## src/rtl/mem_seq_pkg.sv

```systemverilog
// Shared types and helpers for the memory-address sequencer.
// Optional feature macro: MEM_ALIGN_CHECK_EN (alignment fault detection).
package mem_seq_pkg;

  typedef enum logic [1:0] {
    IDLE  = 2'd0,
    WAIT  = 2'd1,
    DONE  = 2'd2,
    FAULT = 2'd3
  } state_e;

  localparam logic [1:0] SZ_WORD = 2'b00;
  localparam logic [1:0] SZ_HALF = 2'b01;
  localparam logic [1:0] SZ_BYTE = 2'b10;

  // Byte accesses are always aligned; the reserved size code behaves as a word.
  function automatic logic is_aligned(input logic [1:0] addr_lo, input logic [1:0] size);
    logic ok;
    case (size)
      SZ_BYTE: ok = 1'b1;
      SZ_HALF: ok = ~addr_lo[0];
      default: ok = (addr_lo == 2'b00);
    endcase
    return ok;
  endfunction

endpackage

```

## src/rtl/mem_addr_seq_if.sv

```systemverilog
// Control-unit <-> address sequencer bundle: source selection, request
// qualifiers and the registered access status coming back.
interface mem_addr_seq_if #(
  parameter int WIDTH = 32,
  parameter int NSRC  = 6,
  parameter int SELW  = 3
);
  logic [SELW-1:0]       sel;
  logic [NSRC*WIDTH-1:0] src_flat;
  logic                  req;
  logic                  we;
  logic [1:0]            size;
  logic [WIDTH-1:0]      addr_out;
  logic                  mem_wr;
  logic                  busy;
  logic                  done;
  logic                  misalign;

  // Control unit side.
  modport master (
    output sel, src_flat, req, we, size,
    input  addr_out, mem_wr, busy, done, misalign
  );

  // Sequencer side.
  modport slave (
    input  sel, src_flat, req, we, size,
    output addr_out, mem_wr, busy, done, misalign
  );
endinterface

```

## src/rtl/mux_n.sv

```systemverilog
// Combinational N:1 address source selector; a selector value with no
// matching source yields an all-zero address.
module mux_n #(
  parameter int WIDTH = 32,
  parameter int NSRC  = 6,
  parameter int SELW  = 3
) (
  input  logic [SELW-1:0]       sel,
  input  logic [NSRC*WIDTH-1:0] in_flat,
  output logic [WIDTH-1:0]      y
);

  logic [WIDTH-1:0] src_arr [NSRC];

  for (genvar gi = 0; gi < NSRC; gi++) begin : g_src
    assign src_arr[gi] = in_flat[gi*WIDTH +: WIDTH];
  end

  // Pick the matching source; out-of-range selectors fall through to zero.
  always_comb begin
    y = '0;
    for (int i = 0; i < NSRC; i++) begin
      if (sel == SELW'(i)) y = src_arr[i];
    end
  end

endmodule

```

## src/rtl/mem_addr_seq.sv

```systemverilog
// Memory address sequencer: captures one of NSRC address sources on req,
// holds it for a fixed-latency access and reports busy/done.
// Optional feature macro: MEM_ALIGN_CHECK_EN adds an alignment check at
// capture, a one-cycle FAULT state and the misalign pulse; without it
// misalign is tied low and every access completes with done.
module mem_addr_seq
  import mem_seq_pkg::*;
#(
  parameter int WIDTH   = 32,
  parameter int NSRC    = 6,
  parameter int SELW    = 3,
  parameter int MEM_LAT = 1
) (
  input  logic         clk,
  input  logic         reset,
  mem_addr_seq_if.slave bus
);

  localparam logic [3:0] LAT = 4'(MEM_LAT);

  state_e           state_reg, state_next;
  logic [3:0]       cnt_reg, cnt_next;
  logic             we_reg, we_next;
  logic [WIDTH-1:0] addr_reg, addr_next;
  logic             busy_reg, mem_wr_reg, done_reg;
  logic [WIDTH-1:0] sel_addr;
  logic             capture_fault;

  mux_n #(
    .WIDTH (WIDTH),
    .NSRC  (NSRC),
    .SELW  (SELW)
  ) u_mux (
    .sel     (bus.sel),
    .in_flat (bus.src_flat),
    .y       (sel_addr)
  );

`ifdef MEM_ALIGN_CHECK_EN
  assign capture_fault = !is_aligned(sel_addr[1:0], bus.size);
`else
  assign capture_fault = 1'b0;
`endif

  // Next-state logic: inputs only matter in IDLE, everything else is timed.
  always_comb begin
    state_next = state_reg;
    cnt_next   = cnt_reg;
    we_next    = we_reg;
    addr_next  = addr_reg;
    case (state_reg)
      IDLE: begin
        if (bus.req) begin
          addr_next = sel_addr;
          we_next   = bus.we;
          cnt_next  = LAT;
          if (capture_fault)   state_next = FAULT;
          else if (LAT == 4'd0) state_next = DONE;
          else                  state_next = WAIT;
        end
      end
      WAIT: begin
        // A zero count here is unreachable; treat it as the last wait cycle.
        if (cnt_reg <= 4'd1) begin
          cnt_next   = 4'd0;
          state_next = DONE;
        end else begin
          cnt_next = cnt_reg - 4'd1;
        end
      end
      DONE:    state_next = IDLE;
      FAULT:   state_next = IDLE;
      default: state_next = IDLE;
    endcase
  end

  // State, captured access and status outputs; status is derived from the
  // next state so every output comes straight from a flop.
  always_ff @(posedge clk) begin
    if (reset) begin
      state_reg  <= IDLE;
      cnt_reg    <= 4'd0;
      we_reg     <= 1'b0;
      addr_reg   <= '0;
      busy_reg   <= 1'b0;
      mem_wr_reg <= 1'b0;
      done_reg   <= 1'b0;
    end else begin
      state_reg  <= state_next;
      cnt_reg    <= cnt_next;
      we_reg     <= we_next;
      addr_reg   <= addr_next;
      busy_reg   <= (state_next == WAIT);
      mem_wr_reg <= (state_next == WAIT) && we_next;
      done_reg   <= (state_next == DONE);
    end
  end

`ifdef MEM_ALIGN_CHECK_EN
  logic misalign_reg;

  // Fault pulse, registered from the next state like the other status bits.
  always_ff @(posedge clk) begin
    if (reset) misalign_reg <= 1'b0;
    else       misalign_reg <= (state_next == FAULT);
  end

  assign bus.misalign = misalign_reg;
`else
  assign bus.misalign = 1'b0;
`endif

  assign bus.addr_out = addr_reg;
  assign bus.mem_wr   = mem_wr_reg;
  assign bus.busy     = busy_reg;
  assign bus.done     = done_reg;

endmodule

```

## src/flat_wrapper.sv

```systemverilog
// flat-port wrapper written by rule: the top's interface ports become plain ports
module mem_addr_seq_flat import mem_seq_pkg::*;
#(
  parameter int WIDTH   = 32,
  parameter int NSRC    = 6,
  parameter int SELW    = 3,
  parameter int MEM_LAT = 1
)
  (clk, reset, bus_sel, bus_src_flat, bus_req, bus_we, bus_size, bus_addr_out, bus_mem_wr, bus_busy, bus_done, bus_misalign);
  mem_addr_seq_if #(.WIDTH(WIDTH), .NSRC(NSRC), .SELW(SELW)) bus_i ();
  input  logic clk;
  input  logic reset;
  input wire logic [$bits(bus_i.sel)-1:0] bus_sel;
  input wire logic [$bits(bus_i.src_flat)-1:0] bus_src_flat;
  input wire logic [$bits(bus_i.req)-1:0] bus_req;
  input wire logic [$bits(bus_i.we)-1:0] bus_we;
  input wire logic [$bits(bus_i.size)-1:0] bus_size;
  output wire logic [$bits(bus_i.addr_out)-1:0] bus_addr_out;
  output wire logic [$bits(bus_i.mem_wr)-1:0] bus_mem_wr;
  output wire logic [$bits(bus_i.busy)-1:0] bus_busy;
  output wire logic [$bits(bus_i.done)-1:0] bus_done;
  output wire logic [$bits(bus_i.misalign)-1:0] bus_misalign;
  assign bus_i.sel = bus_sel;
  assign bus_i.src_flat = bus_src_flat;
  assign bus_i.req = bus_req;
  assign bus_i.we = bus_we;
  assign bus_i.size = bus_size;
  assign bus_addr_out = bus_i.addr_out;
  assign bus_mem_wr = bus_i.mem_wr;
  assign bus_busy = bus_i.busy;
  assign bus_done = bus_i.done;
  assign bus_misalign = bus_i.misalign;
  mem_addr_seq #(.WIDTH(WIDTH), .NSRC(NSRC), .SELW(SELW), .MEM_LAT(MEM_LAT)) u_core (.clk(clk), .reset(reset), .bus(bus_i));
endmodule
```

## config.mk

```make
export PLATFORM = sky130hd
export DESIGN_NAME = mem_addr_seq_flat
export DESIGN_NICKNAME = d
export VERILOG_FILES = /design/src/rtl/mem_seq_pkg.sv /design/src/rtl/mem_addr_seq_if.sv /design/src/rtl/mux_n.sv /design/src/rtl/mem_addr_seq.sv /design/src/flat_wrapper.sv
export SDC_FILE = /design/constraint.sdc
export NUM_CORES = 1
export LEC_CHECK = 0
export BUFFER_PORTS_ARGS = -buffer_cell sky130_fd_sc_hd__buf_2
export CAP_MARGIN = 20
export CORE_UTILIZATION = 42
export DETAILED_ROUTE_END_ITERATION = 10
export PLACE_DENSITY = 0.92
export SLEW_MARGIN = 25
export SYNTH_ARGS = -nofsm -noshare
export SYNTH_HDL_FRONTEND = slang
export SYNTH_SLANG_ARGS = --single-unit
```

## constraint.sdc

```tcl
create_clock -name clk -period 1.7 [get_ports clk]
set_input_delay 0.34 -clock clk [delete_from_list [all_inputs] [get_ports clk]]
set_output_delay 0.34 -clock clk [all_outputs]
set_load 0.01 [all_outputs]
```

; ---- After elaboration in Yosys (flattened, before gate mapping)
; Cells that the tools add are included.
[op_classes]
magnitude_cmp = 1
add_sub_neg = 1
muxes = 14
n_eq_ne = 11
reduce_logical = 7
[ops]
columns = op, n
row1 = $mux 32, 6
row2 = $mux 4, 2
row3 = $pmux 4 s2, 1
row4 = $eq 2x2->1 const B, 3
row5 = $eq 3x2->1 const B, 2
row6 = $eq 3x3->1 const B, 2
row7 = $pmux 2 s3, 1
row8 = $eq 2x1->1 const B, 2
row9 = $le 4x1->1 const B, 1
row10 = $mux 2, 2
row11 = $reduce_and 2->1, 2
row12 = $sub 4x1->4 const B, 1
row13 = $eq 3x1->1 const B, 1
row14 = $logic_not 3->1, 1
row15 = $logic_not 2->1, 1
row16 = $mux 1, 2
row17 = $ne 2x2->1 const B, 1
row18 = $reduce_bool 2->1, 1
row19 = $reduce_or 2->1, 1
row20 = $logic_and 1x1->1, 1
[word_totals]
wordCells = 41
reg_bits = 42
input_bits = 201

; ---- Longest topological paths before layout
[depth]
word_depth = 7
ltp_mapped = 6
mapped_depth_nobuf = 5

; ---- Modules after synthesis
; A second synthesis with hierarchy kept.
[unflattened]
hier_cells = 387
area_unflattened_um2 = 3499.6
[modules_own_cells]
columns = mod, instances, area_each_um2, cells_per_inst
row1 = mux_n, 1, 1913.1, 198
row2 = mem_addr_seq, 1, 1586.5, 189

; ---- Worst setup path before layout
; No wires, ideal clock.
[synth_path]
kind = reg-to-reg
startpoint = register u_core.state_reg[0]
endpoint = register u_core.addr_reg[10] (netlist: u_core.bus.addr_out[10])
required_ns = 1.552
setup_slack_ns = 0.292
n_path_buf = 3
path_stages_with_launch = 7
setup_time_ns = 0.148
period_less_slack_ns = 1.408
t_arrival_ns = 1.259
cell_sequence = dfxtp_1 -> or3b_1 -> buf_2 -> buf_6 -> buf_6 -> a21oi_2 -> a2111oi_2
[synth_between]
elab_chain_len = 2
[synth_lines]
columns = item, line
row1 = from (decl), mem_addr_seq.sv:21  ; state_e state_reg, state_next;
row2 = from (signal assigned), mem_addr_seq.sv:89  ; state_reg <= state_next;
row3 = $logic_not 2->1, mem_addr_seq.sv:51  ; case (state_reg)
row4 = $reduce_and 2->1 (no source line), -
row5 = to (signal assigned), mem_addr_seq.sv:92  ; addr_reg <= addr_next;
row6 = to (decl), mem_addr_seq.sv:24  ; logic [WIDTH-1:0] addr_reg, addr_next;
; Every way passes these cells.
; A chain may end at the register's enable or synchronous reset.

; ---- Final worst setup path
[layout_path]
startpoint = register u_core.state_reg[1]
endpoint = register u_core.addr_reg[1] (netlist: u_core.bus.addr_out[1])
; The elaborated chain is that of the path after synthesis.

==> impl_metrics.ini <==
[outcome]
status = finished clean

[finish]
drive_above_1_share_pct = 61.2
largest_register_ffs = 32
fin_nets = 766
n_fill_cell = 673
multi_input_area_mm2 = 0.00223
syn_to_final_growth_pct = 42.9
fin_area_mm2 = 0.00477
seq_area_um2 = 841
diodes = 0

[setup_path]
crit_chain = or3b_2, buf_12, nor3_1, a2111oi_2
crit_fanout = 50
cp-start-kind = register
endpoint_kind = register
required_ps = 1880
worst_path_largest_cell_delay_ps = 520
worstPathArrival_ps = 1830
crit_buf_inv = 1
crit_type = register to register
slowest_stage = or3b_2
critical_path.top_delay_family = simple AND/OR/NAND/NOR gates

[logic_synthesis]
syn_area_mm2 = 0.00334
synthFlopType = dfxtp_1
ys_ff_latch = 42
synth_cell_types = 37
synthCells = 348
synth-edff-count = 0
async_reset_ff_share_pct = 0
syn_nets = 551
yosysWarnings = 0
synth_area_per_cell_um2 = 9.59
ys_seq_area_share_pct = 25.2

[clock_network]
cts_buffers = 5
cts_tree = built
insertion_delay_ps = 300
clockBufferDepth = 2
cts.sinks = 42
clk_pin_slew_ps = 90
cts_htree_levels = 2
cts-root-buf = clkbuf_8

[route]
wl_met1_mm = 4.43
drc = 0
ant_nets = 0
drt_pass1_iterations = 5
drtIter0Drc = 140
wl_per_cell_um = 17.0
wirelength_mm = 11.3
vias_per_cell = 5.78
vias = 3852
met3WireLength_um = 800
dr.max_layer_used = met4
wl_met2_mm = 5.89

[grt]
grt_max_degree = 51
antenna_found_initial = 0
overflow = 0
grt_pass1_vias = 3793
gr-usage-all-layers_pct = 26.1
grt_first_pass_wirelength_mm = 17.5

[pwr]
power_density_mw_per_mm2 = 677
peakVddDrop_uv = 450
finalPower_mw = 3.22
p_leak_nw = 2.08

[floorplan]
placeableCoreArea_mm2 = 0.00769
fp.dieW_um = 91.1
start_util_pct = 43.4
die_h_um = 91.1
die_area_mm2 = 0.00830
rows = 32
io_pins = 237

[placement]
port_buffers = 233
dpl_cell_area_mm2 = 0.00462
place_congestion = 0.821
hpwlAfterDp_mm = 8.53

[sta]
max_freq_ghz = 0.603
period_share_pct = 97.6
hold_viol = 0
rsz0062_at_grt = false
setup_tns_ps = 0
setup_viol = 0
skew_ps = 9.02
period_minus_slack_ps = 1660
drv_slew = 0

[worst_hold_path]
hold_class = input pin to register

[job]
max_cap_violations = 0
[cell usage in the layout, fill, tap and decap left out, drive strengths merged]
master   Yosys  routed
a2111oi     32      32
a21oi       39      39
a221oi       1       1
buf         34     249
bufinv       0       2
clkbuf       7       5
clkinv       0       1
conb         1       1
dfxtp       42      42
ha           2       2
inv          4       4
mux2        64      64
nand2        5       5
nand3b       1       1
nor2        33      33
nor2b        3       3
nor3        32      32
nor3b        1       1
nor4         1       1
nor4b        2       2
nor4bb       1       1
o2111ai      1       1
o211ai       1       1
o21ai        3       3
o21bai       1       1
o221ai      33      33
o31a         1       1
or2          1       1
or2b         1       1
or3b         1       1
[per-stage QoR]
step	std cells	hold slack, ps	setup WS, ps	utilization (%)
finish	666	334	41.5	62.0
global route	666	330	2.28	62.0
CTS	666	314	52.1	61.8
detailed placement	658	460	-16.6	60.1
global placement	658	445	69.5	60.1
floorplan	348	417	292	-
[cell type report]
class | count | area share [%]
timing repair buffer | 249 | 29.6
inverter | 4 | 0.315
clock inverter | 3 | 1.44
clock buffer | 5 | 1.44
tap | 102 | 2.68
multi-input combinational | 261 | 46.9
sequential | 42 | 17.6
[cell families (layout without fill, tap and decap cells)]
family / Yosys count / in the layout / share of synthesized area, %
flip-flops: 42 / 42 / 25.2
adder cells (fa/ha/maj): 2 / 2 / 0.750
other: 1 / 1 / 0.112
multiplexers: 64 / 64 / 21.6
AO/OA/AOI/OAI: 112 / 112 / 31.3
buffers and inverters: 45 / 261 / 8.59
AND/OR/NAND/NOR: 82 / 82 / 12.4
[routing by layer]
metal | vias up | GRT usage, %
li1 | 1790 | -
met1 | 1839 | 29.3
met2 | 199 | 48.8
met3 | 24 | 4.44
met4 | 0 | 9.66
met5 | - | 0
[synth_stat cells, types with 6 or more instances]
cell | instances | area share [%]
mux2_1 | 26 | 8.8
a21oi_1 | 19 | 2.9
buf_2 | 21 | 3.2
a21oi_2 | 20 | 5.3
a2111oi_2 | 22 | 9.9
a2111oi_1 | 9 | 2.7
buf_4 | 6 | 1.4
mux2_2 | 38 | 13
dfxtp_1 | 42 | 25
clkbuf_1 | 6 | 0.68
nor2_1 | 33 | 3.7
o221ai_1 | 33 | 8.7
nor3_1 | 32 | 4.8
[report_power, final]
part           internal, mW  leakage (nW)  switching (mW)
Clock                 0.589        0.0683           0.380
Sequential             1.08         0.347          0.0559
Combinational         0.553          1.66           0.569
[worst paths after layout]
path                                  to                start  cells after the start  slack, ps
setup / recovery  u_core.bus.addr_out[1]  u_core.state_reg[1]                      4         40
hold / removal         u_core.bus.mem_wr               bus_we                      3        330
setup reg to reg  u_core.bus.addr_out[1]  u_core.state_reg[1]                      4         40
hold reg to reg            u_core.we_reg        u_core.we_reg                      2        470
[worst register-to-register path: stages (launching register included)]
cell	delay [ps]
dfxtp_1	370
or3b_2	520
buf_12	220
nor3_1	320
a2111oi_2	100
[what timing repair did]
action	4_1_cts	5_1_grt
setup buffers	0	0
resized for setup	0	3
hold buffers	0	0
setup endpoints to repair	0	2
No activity file was read; power rests on OpenSTA's default activity.
